`src/rtl/minimig_sdram_pkg.sv`:
```
// Shared definitions for the Minimig chip-RAM to SDRAM port.
// Contents:
//   state_t      - transaction state encoding (IDLE = 0)
//   ADDR_W_DEF   - default word-address width (address bits [22:1])
//   BS_W         - byte-strobe width {hi,lo}
//   phase_q0/q1  - decode of the chipset c1/c3 phase signals
package minimig_sdram_pkg;

  typedef enum logic [2:0] {
    IDLE    = 3'd0,
    RD_REQ  = 3'd1,
    RD_WAIT = 3'd2,
    WR1_REQ = 3'd3,
    WR2_REQ = 3'd4
  } state_t;

  localparam int ADDR_W_DEF = 22;
  localparam int BS_W       = 2;

  // Q0: both phase signals low; the chipset expects the access to be over.
  function automatic logic phase_q0(input logic c1, input logic c3);
    return !c1 && !c3;
  endfunction

  // Q1: bridge strobes, address and data are stable and get captured.
  function automatic logic phase_q1(input logic c1, input logic c3);
    return c1 && !c3;
  endfunction

endpackage

```
`src/rtl/minimig_chipram_sdram_port.sv`:
```
// Converts chipset SRAM-bridge accesses into req/ack SDRAM transactions.
// Ports:
//   clk, _reset             - 28 MHz clock, synchronous active-low reset
//   c1, c3                  - chipset phase signals (Q1 captures, Q0 is the deadline)
//   _we, _oe                - bridge write / output enables (active-low)
//   _bhe/_ble, _bhe2/_ble2  - first / second word byte enables (active-low)
//   address, data, data2    - word address and write data for both words
//   ramdata_in              - read data returned to the bridge
//   sd_req/sd_we/sd_addr/sd_wdata/sd_bs, sd_ack, sd_rdata, sd_rvalid
//                           - SDRAM controller request/acknowledge port
//   busy                    - a transaction is in flight
//   late, late_cnt          - deadline-miss pulse and its saturating count
module minimig_chipram_sdram_port
  import minimig_sdram_pkg::*;
#(
  parameter int ADDR_W  = ADDR_W_DEF,
  parameter int TIMEOUT = 15
) (
  input  logic              clk,
  input  logic              _reset,
  input  logic              c1,
  input  logic              c3,
  input  logic              _we,
  input  logic              _oe,
  input  logic              _bhe,
  input  logic              _ble,
  input  logic              _bhe2,
  input  logic              _ble2,
  input  logic [ADDR_W-1:0] address,
  input  logic [15:0]       data,
  input  logic [15:0]       data2,
  output logic [15:0]       ramdata_in,
  output logic              sd_req,
  output logic              sd_we,
  output logic [ADDR_W-1:0] sd_addr,
  output logic [15:0]       sd_wdata,
  output logic [BS_W-1:0]   sd_bs,
  input  logic              sd_ack,
  input  logic [15:0]       sd_rdata,
  input  logic              sd_rvalid,
  output logic              busy,
  output logic              late,
  output logic [7:0]        late_cnt
);

  localparam int WAIT_W = $clog2(TIMEOUT + 1);

  state_t              state_q;
  logic                sd_req_q, sd_we_q, late_q;
  logic [ADDR_W-1:0]   sd_addr_q;
  logic [15:0]         sd_wdata_q, ramdata_q, data2_q;
  logic [BS_W-1:0]     sd_bs_q, bs2_q;
  logic [7:0]          late_cnt_q;
  logic [WAIT_W-1:0]   wait_q;

  logic                q0, q1, wr_access, rd_access, advance, timeout, late_d;
  logic [BS_W-1:0]     bs1_in, bs2_in;

  always_comb begin
    q0        = phase_q0(c1, c3);
    q1        = phase_q1(c1, c3);
    bs1_in    = {!_bhe, !_ble};
    bs2_in    = {!_bhe2, !_ble2};
    // A write with no byte enabled is not a write; it may still be a read.
    wr_access = !_we && ((|bs1_in) || (|bs2_in));
    rd_access = !wr_access && !_oe;
    // advance = the state changes this cycle, which restarts the wait counter.
    case (state_q)
      RD_REQ:  advance = sd_ack;
      RD_WAIT: advance = sd_rvalid;
      WR1_REQ: advance = sd_ack;
      WR2_REQ: advance = sd_req_q && sd_ack;  // ack during the req gap is ignored
      default: advance = 1'b0;
    endcase
    timeout = (state_q != IDLE) && !advance && (wait_q == WAIT_W'(TIMEOUT - 1));
    // Several causes in one cycle collapse into a single pulse.
    late_d  = (state_q != IDLE) && (q0 || q1 || timeout);
  end

  always_ff @(posedge clk) begin
    if (!_reset) begin
      state_q    <= IDLE;
      sd_req_q   <= 1'b0;
      sd_we_q    <= 1'b0;
      sd_addr_q  <= '0;
      sd_wdata_q <= '0;
      sd_bs_q    <= '0;
      bs2_q      <= '0;
      data2_q    <= '0;
      ramdata_q  <= '0;
      late_q     <= 1'b0;
      late_cnt_q <= '0;
      wait_q     <= '0;
    end else begin
      late_q <= late_d;
      if (late_d && (late_cnt_q != 8'hFF)) late_cnt_q <= late_cnt_q + 8'd1;

      if ((state_q == IDLE) || advance || timeout) wait_q <= '0;
      else                                         wait_q <= wait_q + WAIT_W'(1);

      if (timeout) begin
        state_q  <= IDLE;
        sd_req_q <= 1'b0;
      end else begin
        case (state_q)
          IDLE: begin
            if (q1 && wr_access) begin
              sd_we_q  <= 1'b1;
              sd_req_q <= 1'b1;
              bs2_q    <= bs2_in;
              data2_q  <= data2;
              if (|bs1_in) begin
                state_q    <= WR1_REQ;
                sd_addr_q  <= address;
                sd_bs_q    <= bs1_in;
                sd_wdata_q <= data;
              end else begin
                // Only the second word is written: start at address+1.
                state_q    <= WR2_REQ;
                sd_addr_q  <= address + ADDR_W'(1);
                sd_bs_q    <= bs2_in;
                sd_wdata_q <= data2;
              end
            end else if (q1 && rd_access) begin
              state_q   <= RD_REQ;
              sd_req_q  <= 1'b1;
              sd_we_q   <= 1'b0;
              sd_addr_q <= address;
              sd_bs_q   <= '1;
            end
          end
          RD_REQ: begin
            if (sd_ack) begin
              sd_req_q <= 1'b0;
              if (sd_rvalid) begin
                ramdata_q <= sd_rdata;
                state_q   <= IDLE;
              end else begin
                state_q   <= RD_WAIT;
              end
            end
          end
          RD_WAIT: begin
            if (sd_rvalid) begin
              ramdata_q <= sd_rdata;
              state_q   <= IDLE;
            end
          end
          WR1_REQ: begin
            if (sd_ack) begin
              sd_req_q <= 1'b0;
              if (|bs2_q) begin
                // Load the second word now; WR2_REQ re-raises req a cycle later.
                state_q    <= WR2_REQ;
                sd_addr_q  <= sd_addr_q + ADDR_W'(1);
                sd_bs_q    <= bs2_q;
                sd_wdata_q <= data2_q;
              end else begin
                state_q    <= IDLE;
              end
            end
          end
          WR2_REQ: begin
            if (!sd_req_q) begin
              sd_req_q <= 1'b1;
            end else if (sd_ack) begin
              sd_req_q <= 1'b0;
              state_q  <= IDLE;
            end
          end
          default: state_q <= IDLE;
        endcase
      end
    end
  end

  assign ramdata_in = ramdata_q;
  assign sd_req     = sd_req_q;
  assign sd_we      = sd_we_q;
  assign sd_addr    = sd_addr_q;
  assign sd_wdata   = sd_wdata_q;
  assign sd_bs      = sd_bs_q;
  assign busy       = (state_q != IDLE);
  assign late       = late_q;
  assign late_cnt   = late_cnt_q;

endmodule

```
`config.mk`:
```
export PLATFORM = sky130hd
export DESIGN_NAME = minimig_chipram_sdram_port
export DESIGN_NICKNAME = d
export VERILOG_FILES = /design/src/rtl/minimig_sdram_pkg.sv /design/src/rtl/minimig_chipram_sdram_port.sv
export SDC_FILE = /design/constraint.sdc
export NUM_CORES = 1
export LEC_CHECK = 0
export ABC_AREA = 0
export CELL_PAD_IN_SITES_DETAIL_PLACEMENT = 1
export CELL_PAD_IN_SITES_GLOBAL_PLACEMENT = 1
export CORE_UTILIZATION = 37
export DETAILED_ROUTE_END_ITERATION = 8
export HOLD_SLACK_MARGIN = 0.08
export PLACE_DENSITY_LB_ADDON = 0.1
export SYNTH_ARGS = -nofsm -noshare
export SYNTH_HDL_FRONTEND = slang
export SYNTH_SLANG_ARGS = --single-unit
```
`constraint.sdc`:
```
create_clock -name clk -period 3.3 [get_ports clk]
set_input_delay 0.33 -clock clk [delete_from_list [all_inputs] [get_ports clk]]
set_output_delay 0.33 -clock clk [all_outputs]
set_load 0.005 [all_outputs]
```
After elaboration in Yosys (flattened, before gate mapping)
Cells that the tools add are included.
Operators by class
  add/sub/neg operators: 4
  multipliers: 0
  divide/modulo/power cells: 0
  magnitude comparators: 0
  equal/unequal tests: 15
  shift operators: 0
  muxes and demuxes: 40
  bitwise gates (word level): 2
  reductions and logical operators: 45
Operators with widths (number)
  2-to-1 mux 22 bit: 5
  2-to-1 mux 16 bit: 6
  one-hot mux 16 bit (2 select lines): 2
  adder 22 x 1 -> 22 bit (second input constant): 2
  one-hot mux 22 bit (2 select lines): 1
  2-to-1 mux 3 bit: 9
  one-hot mux 3 bit (5 select lines): 1
  2-to-1 mux 2 bit: 6
  != test 2 bit (second input constant): 6
  AND reduction 3 bit: 4
  OR reduction 2 bit: 6
  logical AND 1 bit: 11
  zero test 1 bit: 10
  AND reduction 5 bit: 2
  adder 8 x 1 -> 8 bit (second input constant): 1
  != test 8 bit (second input constant): 1
  2-to-1 mux 1 bit: 7
  == test 3 x 2 -> 1 bit (second input constant): 2
  one-hot mux 1 bit (3 select lines): 2
  AND reduction 6 bit: 1
  nonzero test 2 bit: 3
  nonzero test 3 bit: 2
  logical OR 1 bit: 5
  adder 4 x 1 -> 4 bit (second input constant): 1
  8 further kinds: 10
Word-level totals
  flip-flop bits (word level): 92
  latch bits: 0
  RAM bits: 0
  bits in read-only memories: 0
  memories: 0

Longest topological paths before layout
Gate-level depths: netlist of the first run.
  depth after elaboration: 10
  gate-level depth with buffers: 9

Worst setup path before layout of the first run
OpenSTA, ideal clock, no wires.
  path kind: register -> register
  start: reg state_q[2]
  end: reg late_cnt_q[6] (netlist: late_cnt[6])
  setup time: 0.086 ns
  data arrival time: 1.661 ns
  setup slack: 1.554 ns
  cell stages (with the launch flop): 8
  path buffers: 1
  cell sequence: dfxtp_1 buf_2 nand2b_1 o22ai_1 o32a_2 nor4b_2 nor2_1 a211oi_1
On the way
  cells in the longest elaborated chain, start to end: 9
  elaborated cells on any way between the ends: 13
  classes of those cells: eq/ne (4); mux (1); reduce/logical (8)
RTL lines
  from (decl): RTL line minimig_chipram_sdram_port.sv:48  | state_t state_q;
  from (signal assigned): RTL line minimig_chipram_sdram_port.sv:82  | state_q <= IDLE;
  from (signal assigned): RTL line minimig_chipram_sdram_port.sv:102  | state_q <= IDLE;
  from (signal assigned): RTL line minimig_chipram_sdram_port.sv:113  | state_q <= WR1_REQ;
  == test 3 x 2 -> 1 bit or == test 3 x 1 -> 1 bit (tied branches): RTL line minimig_chipram_sdram_port.sv:68  | case (state_q)
  OR reduction 2 bit (no source line)
  one-hot mux 1 bit (3 select lines): RTL line minimig_chipram_sdram_port.sv:68
  zero test 1 bit: RTL line minimig_chipram_sdram_port.sv:75  | timeout = (state_q != IDLE) && !advance && (wait_q == WAIT_W'(TIMEOUT - 1));
  logical AND 1 bit (2 in series): RTL line minimig_chipram_sdram_port.sv:75
  logical OR 1 bit: RTL line minimig_chipram_sdram_port.sv:77  | late_d = (state_q != IDLE) && (q0 || q1 || timeout);
  logical AND 1 bit *: RTL line minimig_chipram_sdram_port.sv:77
  logical AND 1 bit *: RTL line minimig_chipram_sdram_port.sv:96  | if (late_d && (late_cnt_q != 8'hFF)) late_cnt_q <= late_cnt_q + 8'd1;
  to (signal assigned): RTL line minimig_chipram_sdram_port.sv:96
  to (decl): RTL line minimig_chipram_sdram_port.sv:53  | logic [7:0] late_cnt_q;
Mark *: on every way between the ends. The rest lies on a longest branch, timed or not.
A chain may end at the register's enable or synchronous reset.

Final worst setup path of the first run
  start: in _ble2
  end: reg sd_wdata_q[8] (netlist: sd_wdata[8])
On the way
  cells in the longest elaborated chain, start to end: 7
RTL lines
  from (decl): RTL line minimig_chipram_sdram_port.sv:28  | input logic _ble2,
  zero test 1 bit: RTL line minimig_chipram_sdram_port.sv:63  | bs2_in = {!_bhe2, !_ble2};
  OR reduction 2 bit: RTL line minimig_chipram_sdram_port.sv:65  | wr_access = !_we && ((|bs1_in) || (|bs2_in));
  logical OR 1 bit: RTL line minimig_chipram_sdram_port.sv:65
  logical AND 1 bit: RTL line minimig_chipram_sdram_port.sv:65
  logical AND 1 bit: RTL line minimig_chipram_sdram_port.sv:107  | if (q1 && wr_access) begin
  != test 2 x 1 -> 1 bit (no source line)
  AND reduction 5 bit (no source line)
  to (signal assigned): RTL line minimig_chipram_sdram_port.sv:116  | sd_wdata_q <= data;
  to (signal assigned): RTL line minimig_chipram_sdram_port.sv:122  | sd_wdata_q <= data2;
  to (signal assigned): RTL line minimig_chipram_sdram_port.sv:157  | sd_wdata_q <= data2_q;
  to (decl): RTL line minimig_chipram_sdram_port.sv:51  | logic [15:0] sd_wdata_q, ramdata_q, data2_q;
Every way passes these cells.

==> results of run 1 <==
## area by class of cell
cell class,instances,area [µm²],share of cell area
multi-input cells,484,2870,0.419
flip-flops and latches,92,1840,0.269
repair buffers,161,1580,0.231
clock buffers,10,239,0.0349
well taps,172,215,0.0314
clock inverters,6,70.1,0.0102
inverters,10,37.5,0.00548
## per-stage QoR
stage / hold WS, ns / area, µm²
after global routing: 0.488 / 6860
after floorplan: 0.426 / 4910
after CTS: 0.456 / 6860
after detailed placement: 0.448 / 6550
after global placement: 0.440 / 6550
final: 0.452 / 6860
## state kept, by name, indices dropped and copies added (netlist names), 2 cells and up
signal      count
sd_wdata       16
ramdata_in     16
bs2_q           2
data2_q        16
late_cnt        8
sd_addr        22
sd_bs           2
state_q         3
wait_q          4
## cell usage after synthesis, types with 6 or more instances
cell	number	area, µm²
a21oi_1	66	330
buf_2	6	30.0
a211oi_1	7	52.6
dfxtp_1	92	1840
nor2_1	78	293
xor2_1	11	96.3
clkbuf_1	21	78.8
nand3_1	28	140
nand2_1	97	364
nor3_1	12	60.1
nor4_1	6	37.5
nand4_1	8	50.1
a311oi_1	16	140
o21ai_0	25	125
and3_1	10	62.6
or3_1	7	43.8
mux2i_1	20	200
inv_1	9	33.8
xnor2_1	11	96.3
## metal layers
| layer | track usage | vias to the layer above |
|---|---|---|
| met1 | 0.302 | 2575 |
| met4 | 0.0869 | 0 |
| met2 | 0.435 | 141 |
| met3 | 0.0520 | 25 |
| met5 | 0 | - |
| li1 | - | 2492 |
## where the power goes
part | leakage (nW) | internal (mW) | switching [mW]
Combinational | 1.51 | 0.593 | 0.620
Sequential | 0.748 | 1.26 | 0.172
Clock | 0.142 | 0.614 | 0.466
Total | 2.40 | 2.47 | 1.26
## logic make-up (layout without fill, tap and decap cells)
kind of cell	Yosys count	in the layout	share of synthesized area
xor gates and xnor gates	22	22	0.0392
and+or+nand+nor	288	288	0.296
AOI/OAI and AO/OA	149	149	0.194
adders and majority gates	5	5	0.0127
muxes	20	20	0.0407
DFF	92	92	0.375
buffers and inverters	44	187	0.0425
## how the worst min path moves through the flow
stage,slack (ns),start,endpoint
3_5_place_dp,0.45,sd_bs[1],sd_bs[1]
6_report,0.45,sd_bs[1],sd_bs[1]
5_1_grt,0.49,data2_q[1],data2_q[1]
3_3_place_gp,0.44,wait_q[0],wait_q[0]
2_1_floorplan,0.43,_ble2,bs2_q[0]
4_1_cts,0.46,sd_bs[1],sd_bs[1]
## worst max-delay path, cell delays in order
cell	delay [ns]
clkdlybuf4s50_1	0.53
nand2_1	0.21
o211a_1	0.33
nor2_2	0.94
a311oi_1	0.13
a21oi_1	0.19
nor2_1	0.05
==> impl_results.md, run 1 <==
* RD Place Congestion at 0.850
* Vias at 5233
* Status: completed
* H-tree lvl count at 3
* Uppermost layer routed: met4
* Row count at 41
* Wirelength per Cell at 17.9 µm
* Synth Cell Area at 0.00491 mm²
* Worst R2R Setup Slack at 0.87 ns
* Initial antenna violation count at 0
* # DRC at 0
* R2R depth at 5
* Final wirelength at 16700 µm
* Nets at 845
* Setup CP Type: primary input to register
* Worst Path Max Fanout at 32
* Final Hold Fails at 0
* Post-synth ARST share at 0
* Mapped Cells at 620
* Final critical-path share of the clock period at 0.755
* Vias per Instance at 5.60
* Setup TNS at 0 ns
* Commonest non-fill, non-tap cells in the layout: clkdlybuf4s50_1, nand2_1, dfxtp_1, nor2_1, a21oi_1
* #FFs+latches synth at 92
* Post-CTS setup buffer count at 0
* TritonCTS clock tree: done
* GRT Overall Usage at 0.249
* Core Box Area at 0.0128 mm²
* Inst Count DP at 919
* Sink Count at 92
* Worst slew margin at 0.200
* Vias in the first global route at 5366
* Die W at 117 µm
* Fin cells at 935
* DP HPWL at 12100 µm
* Achievable Freq at 401 MHz
* # port buffers at 149
* M1 WL at 7200 µm
* Total congestion overflow at 0
* First DRT Iteration DRCs at 274
* Crit path DAT at 2.73 ns
* Post-cts sizing count at 0
* Skew final at 0.00679 ns
* RSZ-0062 raised after global routing: no
* Setup ws final at 0.808 ns
* Worst Hold Class: register to register
* Pwr dens at 544 mW/mm²
* Synth warn at 0
* Max rail drop VDD at 0.273 mV
* Pwr Total at 3.73 mW
* Clock slew at reported path FFs at 0.07 ns
* Final Util at 0.537
* Post-synth EDFFs at 0
* Net count after synthesis at 707
* Distinct cells, synth at 68
* Mean Syn Cell Area at 7.92 µm²
* Setup violators final at 0
* Antenna diodes at 0
* Final Max Tran Viols at 0
* Clock Latency Late Sink at 0.35 ns
* Reg2reg start: state_q[1]
* Min Tclk post-route at 2.49 ns
* Worst Setup SP: _ble2
* Crit path capture: sd_wdata[8]
* Initial Utilization at 0.385
* Most used DFF post-synth: dfxtp_1
* CP required at 3.53 ns
* Routed Antenna Nets at 0
* Hold path cells at 2
* Root Buffer Master: clkbuf_16
* Sequential element share of the synthesized area at 0.375
* Worst setup SP type: primary input
* Met2 WL at 8280 µm
* Max_cap viols at 0
* DR WL met3 at 974 µm
* Critical Path End Type: register
* Num CTS Buffers at 9
* First-pass GRT wire length at 26300 µm
* Fill count at 1503
* Largest net degree at the start of global routing at 52
* Number of I/O pins at 150
* Clock Path Buffers at 2
* Worst slack at placement at 0.425 ns
* Die Y at 117 µm
* Drt first pass iters at 4
* Full die area at 0.0137 mm²
* LEAKAGE at 2.40 nW
* CTS Hold Buffers Added at 0
* Area grow syn2layout at 39.5%
* Share of post-route cells with drive strength above 1 at 0.0786
* Worst-margin pin slew at 1.20 ns
* Commonest non-fill, non-tap cell in the layout: clkdlybuf4s50_1
* Worst R2R End: sd_addr[10]
(Power assumes the default switching activity.)
==> run 2: changes to the inputs <==
--- a/config.mk
+++ b/config.mk
@@ -8,7 +8,7 @@
 export ABC_AREA = 0
 export CELL_PAD_IN_SITES_DETAIL_PLACEMENT = 1
 export CELL_PAD_IN_SITES_GLOBAL_PLACEMENT = 1
-export CORE_UTILIZATION = 37
+export CORE_UTILIZATION = 34
 export DETAILED_ROUTE_END_ITERATION = 8
 export HOLD_SLACK_MARGIN = 0.08
 export PLACE_DENSITY_LB_ADDON = 0.1
==> constraint.sdc (replaced) <==
create_clock -name clk -period 2.32 [get_ports clk]
set_input_delay 0.232 -clock clk [delete_from_list [all_inputs] [get_ports clk]]
set_output_delay 0.232 -clock clk [all_outputs]
set_load 0.005 [all_outputs]
==> run 2 against run 1 <==
Against the previous run: combinational power is 61% higher; sequential power is 39% higher; final cell count is 4.3% higher; hold slack better by 0.0070 ns; first-iteration DRC count is 19% higher; register-to-register slack worse by 0.77 ns; non-clock buffer count is 32 higher; highest routed layer unchanged.
==> impl_results.md, run 2 (same netlist as run 1, synthesis figures left out) <==
* Final Util at 0.509
* Worst Setup SP: c3
* Drt first pass iters at 4
* Final critical-path share of the clock period at 0.991
* Post-CTS setup buffer count at 0
* # DRC at 0
* LEAKAGE at 2.57 nW
* Share of post-route cells with drive strength above 1 at 0.117
* TritonCTS clock tree: done
* Die W at 122 µm
* Number of I/O pins at 150
* Area grow syn2layout at 45.0%
* Min Tclk post-route at 2.30 ns
* Setup ws final at 0.0200 ns
* R2R depth at 7
* Final Hold Fails at 0
* Max_cap viols at 0
* Worst slew margin at 0.203
* Worst Path Max Fanout at 12
* Critical Path End Type: register
* Largest net degree at the start of global routing at 52
* Worst setup SP type: primary input
* Worst Hold Class: register to register
* Worst R2R Setup Slack at 0.10 ns
* Hold Path Sink: sd_bs[0]
* DP HPWL at 12900 µm
* Core Box Area at 0.0140 mm²
* CP required at 2.55 ns
* Crit path DAT at 2.53 ns
* Vias in the first global route at 5360
* # port buffers at 149
* Hold path cells at 2
* Nets at 877
* Vias per Instance at 5.38
* RSZ-0062 raised after global routing: yes
* H-tree lvl count at 3
* First DRT Iteration DRCs at 327
* Commonest non-fill, non-tap cell in the layout: clkdlybuf4s50_1
* Antenna diodes at 0
* Clock slew at reported path FFs at 0.07 ns
* Wirelength per Cell at 17.8 µm
* Vias at 5249
* Max FFs per register at 22
* Row count at 43
* Worst R2R End: sd_addr[6]
* GRT Overall Usage at 0.233
* Skew final at 0.00731 ns
* Initial antenna violation count at 0
* Final Max Tran Viols at 0
* Worst-margin pin slew at 1.19 ns
* Clock Path Buffers at 2
* Reg2reg start: state_q[2]
* Routed Antenna Nets at 0
* Min-Delay Startpoint: sd_bs[0]
* Clock Latency Late Sink at 0.35 ns
* Achievable Freq at 435 MHz
* Full die area at 0.0149 mm²
* Num CTS Buffers at 9
* Root Buffer Master: clkbuf_16
* Setup violators final at 0
* Pwr dens at 772 mW/mm²
* RD Place Congestion at 0.827
* Commonest non-fill, non-tap cells in the layout: clkdlybuf4s50_1, nand2_1, dfxtp_1, nor2_1, a21oi_1
* Die Y at 122 µm
* Final wirelength at 17300 µm
* Status: completed
* Setup CP Type: primary input to register
* Max rail drop VDD at 0.452 mV
* Worst slack at placement at -0.329 ns
* Total congestion overflow at 0
* Sink Count at 92
* Initial Utilization at 0.351
* First-pass GRT wire length at 27100 µm
## run 2: cell count changes in the layout (fill, tap and decap cells not counted), sizes merged
cell / before / now
buf: 12 / 44
clkbuf: 10 / 12
clkinvlp: 3 / 1
## run 2: routing by layer
metal / GRT usage / wire [µm] / vias to the layer above / part of all wire
met5: 0 / 0 / - / 0
met4: 0.0610 / 178 / 0 / 0.010
met3: 0.0558 / 939 / 16 / 0.054
met2: 0.405 / 8620 / 144 / 0.50
met1: 0.287 / 7580 / 2537 / 0.44
li1: - / - / 2552 / -
## run 2: worst max path at each step
| stage | endpoint | cells after the start | slack [ns] |
|---|---|---|---|
| 6_report | sd_addr[6] | 8 | 0.02 |
| 5_1_grt | sd_wdata[0] | 7 | -0.13 |
| 4_1_cts | sd_wdata[0] | 7 | 0.04 |
| 3_5_place_dp | sd_wdata[0] | 7 | -0.33 |
| 3_3_place_gp | sd_wdata[7] | 7 | -0.22 |
| 2_1_floorplan | late_cnt[6] | 7 | 0.57 |
## run 2: metrics by stage
stage | TNS, ns | total power [mW] | area (µm²) | hold slack (ns) | std cells
after floorplan | 0 | 2.98 | 4910 | 0.328 | 620
after CTS | 0 | 5.56 | 7120 | 0.459 | 975
after detailed placement | -6.99 | 3.98 | 6810 | 0.448 | 959
after global placement | -4.31 | 3.91 | 6810 | 0.442 | 959
after global routing | -1.39 | 5.82 | 7130 | 0.469 | 975
final | 0 | 5.50 | 7130 | 0.459 | 975
## run 2: final cells by class
class | count | area (µm²)
fillers | 1715 | 6860
multi-input cells | 484 | 2880
flip-flops and latches | 92 | 1840
repair buffers | 193 | 1830
clock buffers | 12 | 256
well taps | 180 | 225
clock inverters | 4 | 55.1
inverters | 10 | 37.5
## run 2: worst max-delay path: stages
cell and delay, ns:
clkdlybuf4s50_1 0.68, nor3b_4 0.09, o211a_1 0.19, nor3_2 0.71, buf_4 0.28, a21oi_1 0.05, o21ai_0 0.21, a21oi_1 0.07
## run 2: report_power, final
group          switching [mW]  internal (mW)  leakage (nW)
sequential              0.203           1.80         0.748
clock                   0.645          0.903         0.150
combinational           0.965          0.982          1.67
## run 2: repair_timing
item                       4_1_cts  5_1_grt
setup endpoints to repair        0       20
hold endpoints to repair         0        0
hold buffers                     0        0
gates resized for setup          0        2
